==> src/rtl/riscv_ctrl_pkg.sv <==
// Shared definitions for the pipeline hazard sequencer: FSM state encoding,
// the x0 register index and the default dmem timeout.
package riscv_ctrl_pkg;

   typedef enum logic [1:0] {
      ST_RUN      = 2'd0,
      ST_MEM_WAIT = 2'd1,
      ST_DRAIN    = 2'd2,
      ST_ERROR    = 2'd3
   } hz_state_e;

   localparam logic [4:0] REG_X0          = 5'd0;
   localparam int         MEM_TIMEOUT_DEF = 256;

endpackage

==> src/rtl/hazard_perf_cnt.sv <==
// Stall-cycle and flush-event performance counters for the hazard sequencer.
// Both counters wrap modulo 2^CNT_W and clear on asynchronous reset.
module hazard_perf_cnt #(
   parameter int CNT_W = 32
) (
   input  logic             clk,
   input  logic             rst_n,
   input  logic             stall_i,
   input  logic             flush_i,
   output logic [CNT_W-1:0] stall_cycles_o,
   output logic [CNT_W-1:0] flush_events_o
);

   logic [CNT_W-1:0] stall_q;
   logic [CNT_W-1:0] flush_q;

   // Count stalled cycles and acted-on redirects.
   always_ff @(posedge clk or negedge rst_n) begin
      if (!rst_n) begin
         stall_q <= '0;
         flush_q <= '0;
      end else begin
         if (stall_i) stall_q <= stall_q + 1'b1;
         if (flush_i) flush_q <= flush_q + 1'b1;
      end
   end

   assign stall_cycles_o = stall_q;
   assign flush_events_o = flush_q;

endmodule

==> src/rtl/pipeline_hazard_ctrl.sv <==
// Central stall/flush sequencer for the 5-stage pipeline. Resolves load-use,
// EX redirect, outstanding fetch and dmem wait hazards into stage-register
// enables/flushes, drains a stale fetch after a redirect and latches a sticky
// error when the data memory stops answering.
// Optional feature: define HAZARD_PERF_EN to build the perf counters;
// otherwise stall_cycles/flush_events are tied to zero.
module pipeline_hazard_ctrl
   import riscv_ctrl_pkg::*;
#(
   parameter int MEM_TIMEOUT = MEM_TIMEOUT_DEF,
   parameter int CNT_W       = 32
) (
   input  logic             clk,
   input  logic             rst_n,
   input  logic [4:0]       id_rs1,
   input  logic [4:0]       id_rs2,
   input  logic             id_use_rs1,
   input  logic             id_use_rs2,
   input  logic [4:0]       ex_rd,
   input  logic             ex_memread,
   input  logic             ex_redirect,
   input  logic             if_req,
   input  logic             if_ack,
   input  logic             dmem_req,
   input  logic             dmem_ack,
   output logic             pc_en,
   output logic             ifid_en,
   output logic             idex_en,
   output logic             exmem_en,
   output logic             ifid_flush,
   output logic             idex_flush,
   output logic             memwb_flush,
   output logic             pc_sel_redirect,
   output logic             if_squash,
   output logic             hazard_err,
   output logic [CNT_W-1:0] stall_cycles,
   output logic [CNT_W-1:0] flush_events
);

   localparam int            TW   = (MEM_TIMEOUT > 2) ? $clog2(MEM_TIMEOUT) : 1;
   localparam logic [TW-1:0] TMAX = TW'(MEM_TIMEOUT - 1);

   hz_state_e     state_q, state_d;
   logic [TW-1:0] tcnt_q, tcnt_d;
   logic          load_use, mem_wait, if_wait;

   assign load_use = ex_memread && (ex_rd != REG_X0) &&
                     ((id_use_rs1 && (id_rs1 == ex_rd)) || (id_use_rs2 && (id_rs2 == ex_rd)));
   assign mem_wait = dmem_req & ~dmem_ack;
   assign if_wait  = if_req & ~if_ack;

   assign hazard_err = (state_q == ST_ERROR);

   // State and dmem timeout counter registers.
   always_ff @(posedge clk or negedge rst_n) begin
      if (!rst_n) begin
         state_q <= ST_RUN;
         tcnt_q  <= '0;
      end else begin
         state_q <= state_d;
         tcnt_q  <= tcnt_d;
      end
   end

   // Next state: a dmem wait freezes everything and ages the timeout; a
   // pending stale fetch exits DRAIN only when its response arrives.
   always_comb begin
      state_d = state_q;
      tcnt_d  = '0;
      if (state_q != ST_ERROR) begin
         if (mem_wait) begin
            if (tcnt_q == TMAX) begin
               state_d = ST_ERROR;
            end else begin
               tcnt_d = tcnt_q + 1'b1;
               if (state_q == ST_DRAIN) state_d = if_ack ? ST_RUN : ST_DRAIN;
               else                     state_d = ST_MEM_WAIT;
            end
         end else if (state_q == ST_DRAIN) begin
            state_d = if_ack ? ST_RUN : ST_DRAIN;
         end else if (ex_redirect && if_wait) begin
            state_d = ST_DRAIN;
         end else begin
            state_d = ST_RUN;
         end
      end
   end

   // Same-cycle stage controls from state and hazard inputs.
   always_comb begin
      pc_en           = 1'b1;
      ifid_en         = 1'b1;
      idex_en         = 1'b1;
      exmem_en        = 1'b1;
      ifid_flush      = 1'b0;
      idex_flush      = 1'b0;
      memwb_flush     = 1'b0;
      pc_sel_redirect = 1'b0;
      if_squash       = 1'b0;
      if (!rst_n || (state_q == ST_ERROR)) begin
         pc_en       = 1'b0;
         ifid_en     = 1'b0;
         idex_en     = 1'b0;
         exmem_en    = 1'b0;
         ifid_flush  = 1'b1;
         idex_flush  = 1'b1;
         memwb_flush = 1'b1;
      end else if (mem_wait) begin
         pc_en       = 1'b0;
         ifid_en     = 1'b0;
         idex_en     = 1'b0;
         exmem_en    = 1'b0;
         memwb_flush = 1'b1;
         if_squash   = (state_q == ST_DRAIN);
      end else if (ex_redirect) begin
         pc_sel_redirect = 1'b1;
         ifid_flush      = 1'b1;
         idex_flush      = 1'b1;
         if_squash       = (state_q == ST_DRAIN);
      end else if (state_q == ST_DRAIN) begin
         if_squash = 1'b1;
         pc_en     = 1'b0;
         if (load_use) begin
            ifid_en    = 1'b0;
            idex_flush = 1'b1;
         end else begin
            ifid_flush = 1'b1;
         end
      end else if (load_use) begin
         pc_en      = 1'b0;
         ifid_en    = 1'b0;
         idex_flush = 1'b1;
      end else if (if_wait) begin
         pc_en      = 1'b0;
         ifid_flush = 1'b1;
      end
   end

`ifdef HAZARD_PERF_EN
   hazard_perf_cnt #(
      .CNT_W(CNT_W)
   ) u_perf (
      .clk            (clk),
      .rst_n          (rst_n),
      .stall_i        (~pc_en && (state_q != ST_ERROR)),
      .flush_i        (pc_sel_redirect),
      .stall_cycles_o (stall_cycles),
      .flush_events_o (flush_events)
   );
`else
   assign stall_cycles = '0;
   assign flush_events = '0;
`endif

endmodule
==> config.mk <==
export PLATFORM = sky130hd
export DESIGN_NAME = pipeline_hazard_ctrl
export DESIGN_NICKNAME = d
export VERILOG_FILES = /design/src/rtl/riscv_ctrl_pkg.sv /design/src/rtl/hazard_perf_cnt.sv /design/src/rtl/pipeline_hazard_ctrl.sv
export SDC_FILE = /design/constraint.sdc
export NUM_CORES = 1
export LEC_CHECK = 0
export BUFFER_PORTS_ARGS = -buffer_cell sky130_fd_sc_hd__buf_4
export CAP_MARGIN = 30
export CELL_PAD_IN_SITES_DETAIL_PLACEMENT = 1
export CELL_PAD_IN_SITES_GLOBAL_PLACEMENT = 2
export CORE_UTILIZATION = 20
export DETAILED_ROUTE_END_ITERATION = 10
export PLACE_DENSITY_LB_ADDON = 0.1
export SYNTH_ARGS = -nofsm -noshare
export SYNTH_HDL_FRONTEND = slang
export SYNTH_SLANG_ARGS = --single-unit
==> constraint.sdc <==
create_clock -name clk -period 3.87 [get_ports clk]
set_input_delay 1.161 -clock clk [delete_from_list [all_inputs] [get_ports clk]]
set_output_delay 1.161 -clock clk [all_outputs]
set_load 0.05 [all_outputs]
==> results.md, run 1 <==
- Post-route clock skew: between 0.007 and 0.008 ns
- Peak supply drop: between 0.0001 and 0.00015 V
- Number of maximum-capacitance constraint violations: 0
- Synth Instances: around 140
- Number of ports placed on the die boundary: slightly below 100
- Count leader, synth: sky130_fd_sc_hd__buf_4
- Proportion of netlist area held by the largest area contributor: about two fifths
- Number of clock buffers inserted by TritonCTS: 3
- Sequential cell area fraction in the yosys report: 21.4%
- Remaining Overflow, GRT: 0
- Clock transition at the registers of the reported paths: 0.06 ns
- Proportion of layout cells with a drive suffix above 1: a little over a quarter
- IO buf count: 34
- Area delta synth->final: 18.7%
- Chip width: between 70 and 80 µm
- Residual antenna-violating net count after detailed routing: 0
- Final-report setup violation count: 0
- Top achievable clock speed: approximately 260 MHz
- Clock Sinks: 10
- Die area: just over 0.006 mm²
- Max FO, Critical Path: 4
- Register area: 250 µm²
- Count of TritonRoute iterations in the first routing pass: 4
- Fin crit share: a little under 100%
- TritonCTS clock tree: done
- Required time worst endpoint: between 2 and 3 ns
- Total power density per cell area: around 360 mW/mm²
- RePlAce Congestion: roughly 0.7
- Netlist area before placement: 0.00117 mm²
- Number of design-rule violations left by the first detailed-router iteration: 7
- Number of global-route vias before repair: 783
- Multi-input gate area: roughly 700 µm²
- DP Wirelength: approximately 2.1 mm
- Ratio of routed vias to standard cells: around 3.4
- Dpl cells: between 200 and 300
- Post-CTS Repair Setup Buffers: 0
- Synthesized flop and latch total: 10
- Antenna violations before repair: 0
- Biggest area consumer among synthesized cells: sky130_fd_sc_hd__buf_4
- Die boundary height: roughly 78 µm
- Launching element type of the critical path: input port
- Buffer type at the clock tree root: sky130_fd_sc_hd__clkbuf_8
- Drt wl/cell: a little over 10 µm
- Arrival time at the worst endpoint: around 2.6 ns
- Worst Path Class, Setup: in2out
- Wire length of the first global-routing pass: between 3 and 4 mm
- Final layout net count: ~210
- Final wirelength: approximately 2.6 mm
- Crit end category: output port
- Via count: 867
- Clock latency reported for the late side of the worst-skew pair: between 0.2 and 0.25 ns
- Post-placement worst setup slack: 0.0359 ns
- Mean post-synth cell area: 8.18 µm²
- Maximum level of the CTS H-tree: 1
- GRT Total Usage: about 8%
- Count of distinct cell types in the synthesized netlist: 27
- Number of fillers in the final layout: between 700 and 800
- Number of buffers inserted for hold repair after clock tree synthesis: 0
- Smallest setup slack after layout: between 0.07 and 0.08 ns
- Warnings, synthesis: 0
- RSZ-0062 raised after global routing: no
- Core region area: between 0.005 and 0.006 mm²
- Run status: finished, final reports clean
- Hold Crit Class: reg2reg
- Inserted Diodes: 0
- Final min period: between 3 and 4 ns
- Most numerous cell types in the synthesized netlist: 65 x sky130_fd_sc_hd__buf_4, 12 x sky130_fd_sc_hd__xnor2_1, 10 x sky130_fd_sc_hd__dfrtp_1, 10 x sky130_fd_sc_hd__nor2_1, 7 x sky130_fd_sc_hd__nand2_1
- Most area-consuming cells after synthesis: sky130_fd_sc_hd__buf_4 42%, sky130_fd_sc_hd__dfrtp_1 21%, sky130_fd_sc_hd__xnor2_1 9.0%
- Share of flip-flops with an asynchronous set or reset after synthesis: 100%
- Site Rows: 27
- Hold Fails Final Rpt: 0
- Pin count of the biggest net entering global routing: 14
- Non-filler cells, final: between 200 and 300
- Max Slew Vio Count: 0
- Most common flop cell mapped by yosys: sky130_fd_sc_hd__dfrtp_1
- Number of synthesized flops with an enable pin: 0
- DRC violations left: 0
- Initial cell density of the core: about a fifth
- Clock Tree Buf Depth: 2
- Static leakage: roughly 0.00071 µW
==> worst paths after layout <==
| check | slack, ns | startpoint | depth (start not counted) | end |
|---|---|---|---|---|
| min in group asynchronous | 0.75 | rst_n | 1 | tcnt_q[4] |
| hold reg to reg | 0.50 | tcnt_q[0] | 1 | tcnt_q[0] |
| hold / removal | 0.50 | tcnt_q[0] | 1 | tcnt_q[0] |
| setup / recovery | 0.07 | ex_rd[1] | 6 | pc_en |
| setup reg to reg | 2.42 | tcnt_q[0] | 5 | state_q[1] |
| max in group asynchronous | 2.95 | rst_n | 1 | tcnt_q[5] |
==> power breakdown <==
part           leakage, µW  switching (µW)  internal [µW]  total [µW]
registers         0.000137            3.11            108         112
logic             0.000549             202           48.7         251
clock network    0.0000288            44.1           89.6         134
total             0.000714             249            247         496
==> routing by layer <==
layer  GRT usage, %  wire length, µm
met1           8.98             1010
met2           14.2             1350
met3           1.86              196
met4           2.22                8
met5              0                0
==> layout make-up <==
cell class | instances | share of cell area (%)
clock buffers | 4 | 3.96
well taps | 72 | 6.49
multi-input cells | 127 | 50.2
repair buffers | 37 | 20.3
flip-flops and latches | 10 | 18.0
inverters | 4 | 1.08
==> sequential cells by signal, indices dropped and copies added (netlist names) <==
| name | count |
|---|---|
| tcnt_q | 8 |
| state_q | 2 |
==> worst max-delay path, stage by stage <==
cell and delay (ns):
sky130_fd_sc_hd__buf_4 0.13, sky130_fd_sc_hd__or4_4 0.53, sky130_fd_sc_hd__o21a_4 0.23, sky130_fd_sc_hd__a221oi_2 0.24, sky130_fd_sc_hd__o21a_1 0.19, sky130_fd_sc_hd__buf_6 0.16
==> cells in the final DEF (no fill, tap or decap), types with 3 or more instances in the layout <==
cell type and instances:
sky130_fd_sc_hd__buf_4 36, sky130_fd_sc_hd__conb_1 64, sky130_fd_sc_hd__inv_1 4, sky130_fd_sc_hd__xnor2_1 12, sky130_fd_sc_hd__dfrtp_1 10, sky130_fd_sc_hd__nand2_1 7
sky130_fd_sc_hd__nor2_1 8, sky130_fd_sc_hd__xor2_1 4, sky130_fd_sc_hd__nand3_1 3, sky130_fd_sc_hd__clkbuf_8 4
==> per-stage QoR <==
stage	cell area [µm²]	TNS [ns]	power [µW]	hold WS, ns	util (%)
2_1_floorplan	1440	-0.0672	365	0.445	-
6_report	1390	0	496	0.499	24.9
3_5_place_dp	1320	0	362	0.493	23.7
5_1_grt	1390	0	519	0.538	24.9
3_3_place_gp	1320	0	361	0.482	23.7
4_1_cts	1370	0	497	0.502	24.6
==> cells by family (layout without fill, tap and decap cells) <==
group | Yosys count | after routing | synth area share [%]
flops | 10 | 10 | 21.4
compound gates | 15 | 15 | 9.52
simple gates | 31 | 31 | 12.7
xor+xnor | 16 | 16 | 12.0
buf+inv | 69 | 45 | 43.0
fa+ha+maj | 1 | 1 | 1.07
other cells | 1 | 64 | 0.321
==> what timing repair did <==
action | 4_1_cts | 5_1_grt
gates resized for setup | 0 | 4
hold endpoints to repair | 0 | 0
endpoints found under the setup margin | 0 | 1
No activity file was read; power rests on OpenSTA's default activity.
==> run 2: changes to the inputs <==
--- a/config.mk
+++ b/config.mk
@@ -9,7 +9,8 @@
 export CAP_MARGIN = 30
 export CELL_PAD_IN_SITES_DETAIL_PLACEMENT = 1
 export CELL_PAD_IN_SITES_GLOBAL_PLACEMENT = 2
-export CORE_UTILIZATION = 20
+export CORE_UTILIZATION = 21
+export CTS_BUF_LIST = sky130_fd_sc_hd__clkbuf_4
 export DETAILED_ROUTE_END_ITERATION = 10
 export PLACE_DENSITY_LB_ADDON = 0.1
 export SYNTH_ARGS = -nofsm -noshare
==> results.md, run 2 (same netlist as run 1, synthesis figures left out) <==
- Post-CTS Repair Setup Buffers: 0 (unchanged)
- Final-report setup violation count: 0 (unchanged)
- Clock latency reported for the late side of the worst-skew pair: 0.26 ns (+0.02 ns)
- Peak supply drop: 0.000127 V (-14%)
- Top achievable clock speed: 264 MHz (+0.24%)
- Run status: finished, final reports clean
- Ratio of routed vias to standard cells: 3.37 (-1.4%)
- Via count: 845 (-2.5%)
- Most common cell after layout, fill and taps aside: sky130_fd_sc_hd__conb_1
- Chip width: 76.6 µm (-2.4%)
- Max Slew Vio Count: 0 (unchanged)
- Remaining Overflow, GRT: 0 (unchanged)
- Largest registers: tcnt_q (8), state_q (2)
- Fin crit share: 97.9% (-0.24 points)
- Proportion of layout cells with a drive suffix above 1: 26.0% (-1.5 points)
- Number of maximum-capacitance constraint violations: 0 (unchanged)
- Static leakage: 0.000696 µW (-2.6%)
- Number of buffers inserted for hold repair after clock tree synthesis: 0 (unchanged)
- Arrival time at the worst endpoint: 2.63 ns (about the same)
- Number of clock buffers inserted by TritonCTS: 3 (unchanged)
- Pwr Total: 433 µW (-13%)
- Commonest cells after routing, fill and taps aside: 64 x sky130_fd_sc_hd__conb_1, 36 x sky130_fd_sc_hd__buf_4, 12 x sky130_fd_sc_hd__xnor2_1
- Total power density per cell area: 323 mW/mm² (-9.7%)
- Non-filler cells, final: 251 (-1.2%)
- Final wirelength: 2.56 mm (about the same)
- Number of global-route vias before repair: 801 (+2.3%)
- GRT Total Usage: 8.48% (+0.68 points)
- Final min period: 3.79 ns (-0.00919 ns)
- Launching element type of the critical path: input port
- Inserted Diodes: 0 (unchanged)
- Wire length of the first global-routing pass: 4.03 mm (+8.1%)
- Residual antenna-violating net count after detailed routing: 0 (unchanged)
- Site Rows: 26 (-3.7%)
- IO buf count: 34 (unchanged)
- Cell count of the worst reg-to-reg path: 5 (unchanged)
- Reg-to-reg critical path startpoint: tcnt_q[0]
- Number of ports placed on the die boundary: 99 (unchanged)
- Register area: 250 µm² (unchanged)
- Post-route clock skew: 0.00428 ns (-0.00319 ns)
- Cell depth of the worst min-delay path: 1 (unchanged)
- Number of design-rule violations left by the first detailed-router iteration: 4 (-3)
- Worst R2R End: state_q[1]
- Setup slack, reg-to-reg: 2.42 ns (about the same)
- Count of TritonRoute iterations in the first routing pass: 3 (-1)
- Worst Path Class, Setup: in2out
- Register name with the most flops: tcnt_q
- Clock transition at the registers of the reported paths: 0.07 ns (about the same)
- Number of fillers in the final layout: 647 (-8.9%)
- End-of-flow core utilization: 25.6% (+0.72 points)
- Clock Tree Buf Depth: 2 (unchanged)
- Hold Fails Final Rpt: 0 (unchanged)
- Antenna violations before repair: 0 (unchanged)
- Max FO, Critical Path: 3 (-1)
- Multi-input gate area: 686 µm² (-1.6%)
- Maximum level of the CTS H-tree: 1 (unchanged)
- RePlAce Congestion: 0.766 (+9.0%)
- Clock Sinks: 10 (unchanged)
- Area delta synth->final: 14.8%
- Buffer type at the clock tree root: sky130_fd_sc_hd__clkbuf_4
- DRC violations left: 0 (unchanged)
- Post-CTS resize count: 0 (unchanged)
- Hold Crit Class: reg2reg
- Crit end category: output port
- DP Wirelength: 2.25 mm (+4.9%)
- Pin count of the biggest net entering global routing: 14 (unchanged)
- Die area: 0.00587 mm² (-4.6%)
- Required time worst endpoint: 2.71 ns (about the same)
- RSZ-0062 raised after global routing: no
- Hold WS: 0.482 ns (-0.0168 ns)
- Dpl cells: 248 (-0.80%)
- Final layout net count: 209 (unchanged)
- Startpoint of the worst hold path: tcnt_q[0]
- Initial cell density of the core: 22.3% (+1.3 points)
- Core region area: 0.00524 mm² (-6.0%)
- Die boundary height: 76.6 µm (-2.4%)
- TritonCTS clock tree: done
- Largest register FFs: 8 (unchanged)
- WHS Endpoint: tcnt_q[0]
- Drt wl/cell: 10.2 µm (+1.2%)
run 2: cell count changes in the layout (fill, tap and decap cells not counted), sizes merged:
cell and change:
clkbuf -1
run 2: per-stage QoR:
stage,setup WS [ns],instance area [µm²],TNS (ns)
after detailed placement,0.0786,1320,0
after global routing,0.0107,1340,0
after global placement,0.0909,1320,0
after CTS,0.0673,1340,0
final,0.0830,1340,0
after floorplan,-0.0672,1440,-0.0672
run 2: critical path, stage by stage:
cell                      delay (ns)
sky130_fd_sc_hd__buf_4          0.12
sky130_fd_sc_hd__or4_1          0.53
sky130_fd_sc_hd__o21a_1         0.23
sky130_fd_sc_hd__buf_4          0.16
sky130_fd_sc_hd__a41oi_2        0.19
sky130_fd_sc_hd__buf_4          0.23
run 2: final cells by class:
| class | count | area share, % |
|---|---|---|
| flip-flops and latches | 10 | 18.6 |
| multi-input cells | 127 | 51.1 |
| clock buffers | 3 | 1.68 |
| inverters | 4 | 1.12 |
| repair buffers | 37 | 21.0 |
| well taps | 70 | 6.52 |
run 2: how the worst max path moves through the flow:
| stage | cells after the start | end | start |
|---|---|---|---|
| final | 6 | ifid_flush | ex_rd[1] |
| after floorplan | 4 | ifid_en | dmem_req |
| after global routing | 6 | pc_en | ex_rd[1] |
| after CTS | 6 | pc_en | ex_rd[1] |
| after detailed placement | 6 | pc_en | ex_rd[1] |
| after global placement | 6 | pc_en | ex_rd[1] |
run 2: where the power goes:
group / total [µW] / internal (µW) / switching [µW]
clock network: 72.0 / 35.9 / 36.0
registers: 111 / 108 / 2.92
logic: 250 / 47.8 / 202
run 2: layer usage:
layer  track usage [%]  part of all wire [%]  vias to the layer above
met1              11.2                    43                      381
met4              2.88                  0.94                        0
met3              2.04                   8.7                        2
li1                  -                     -                      413
met2              13.4                    47                       49
met5                 0                     0                        -
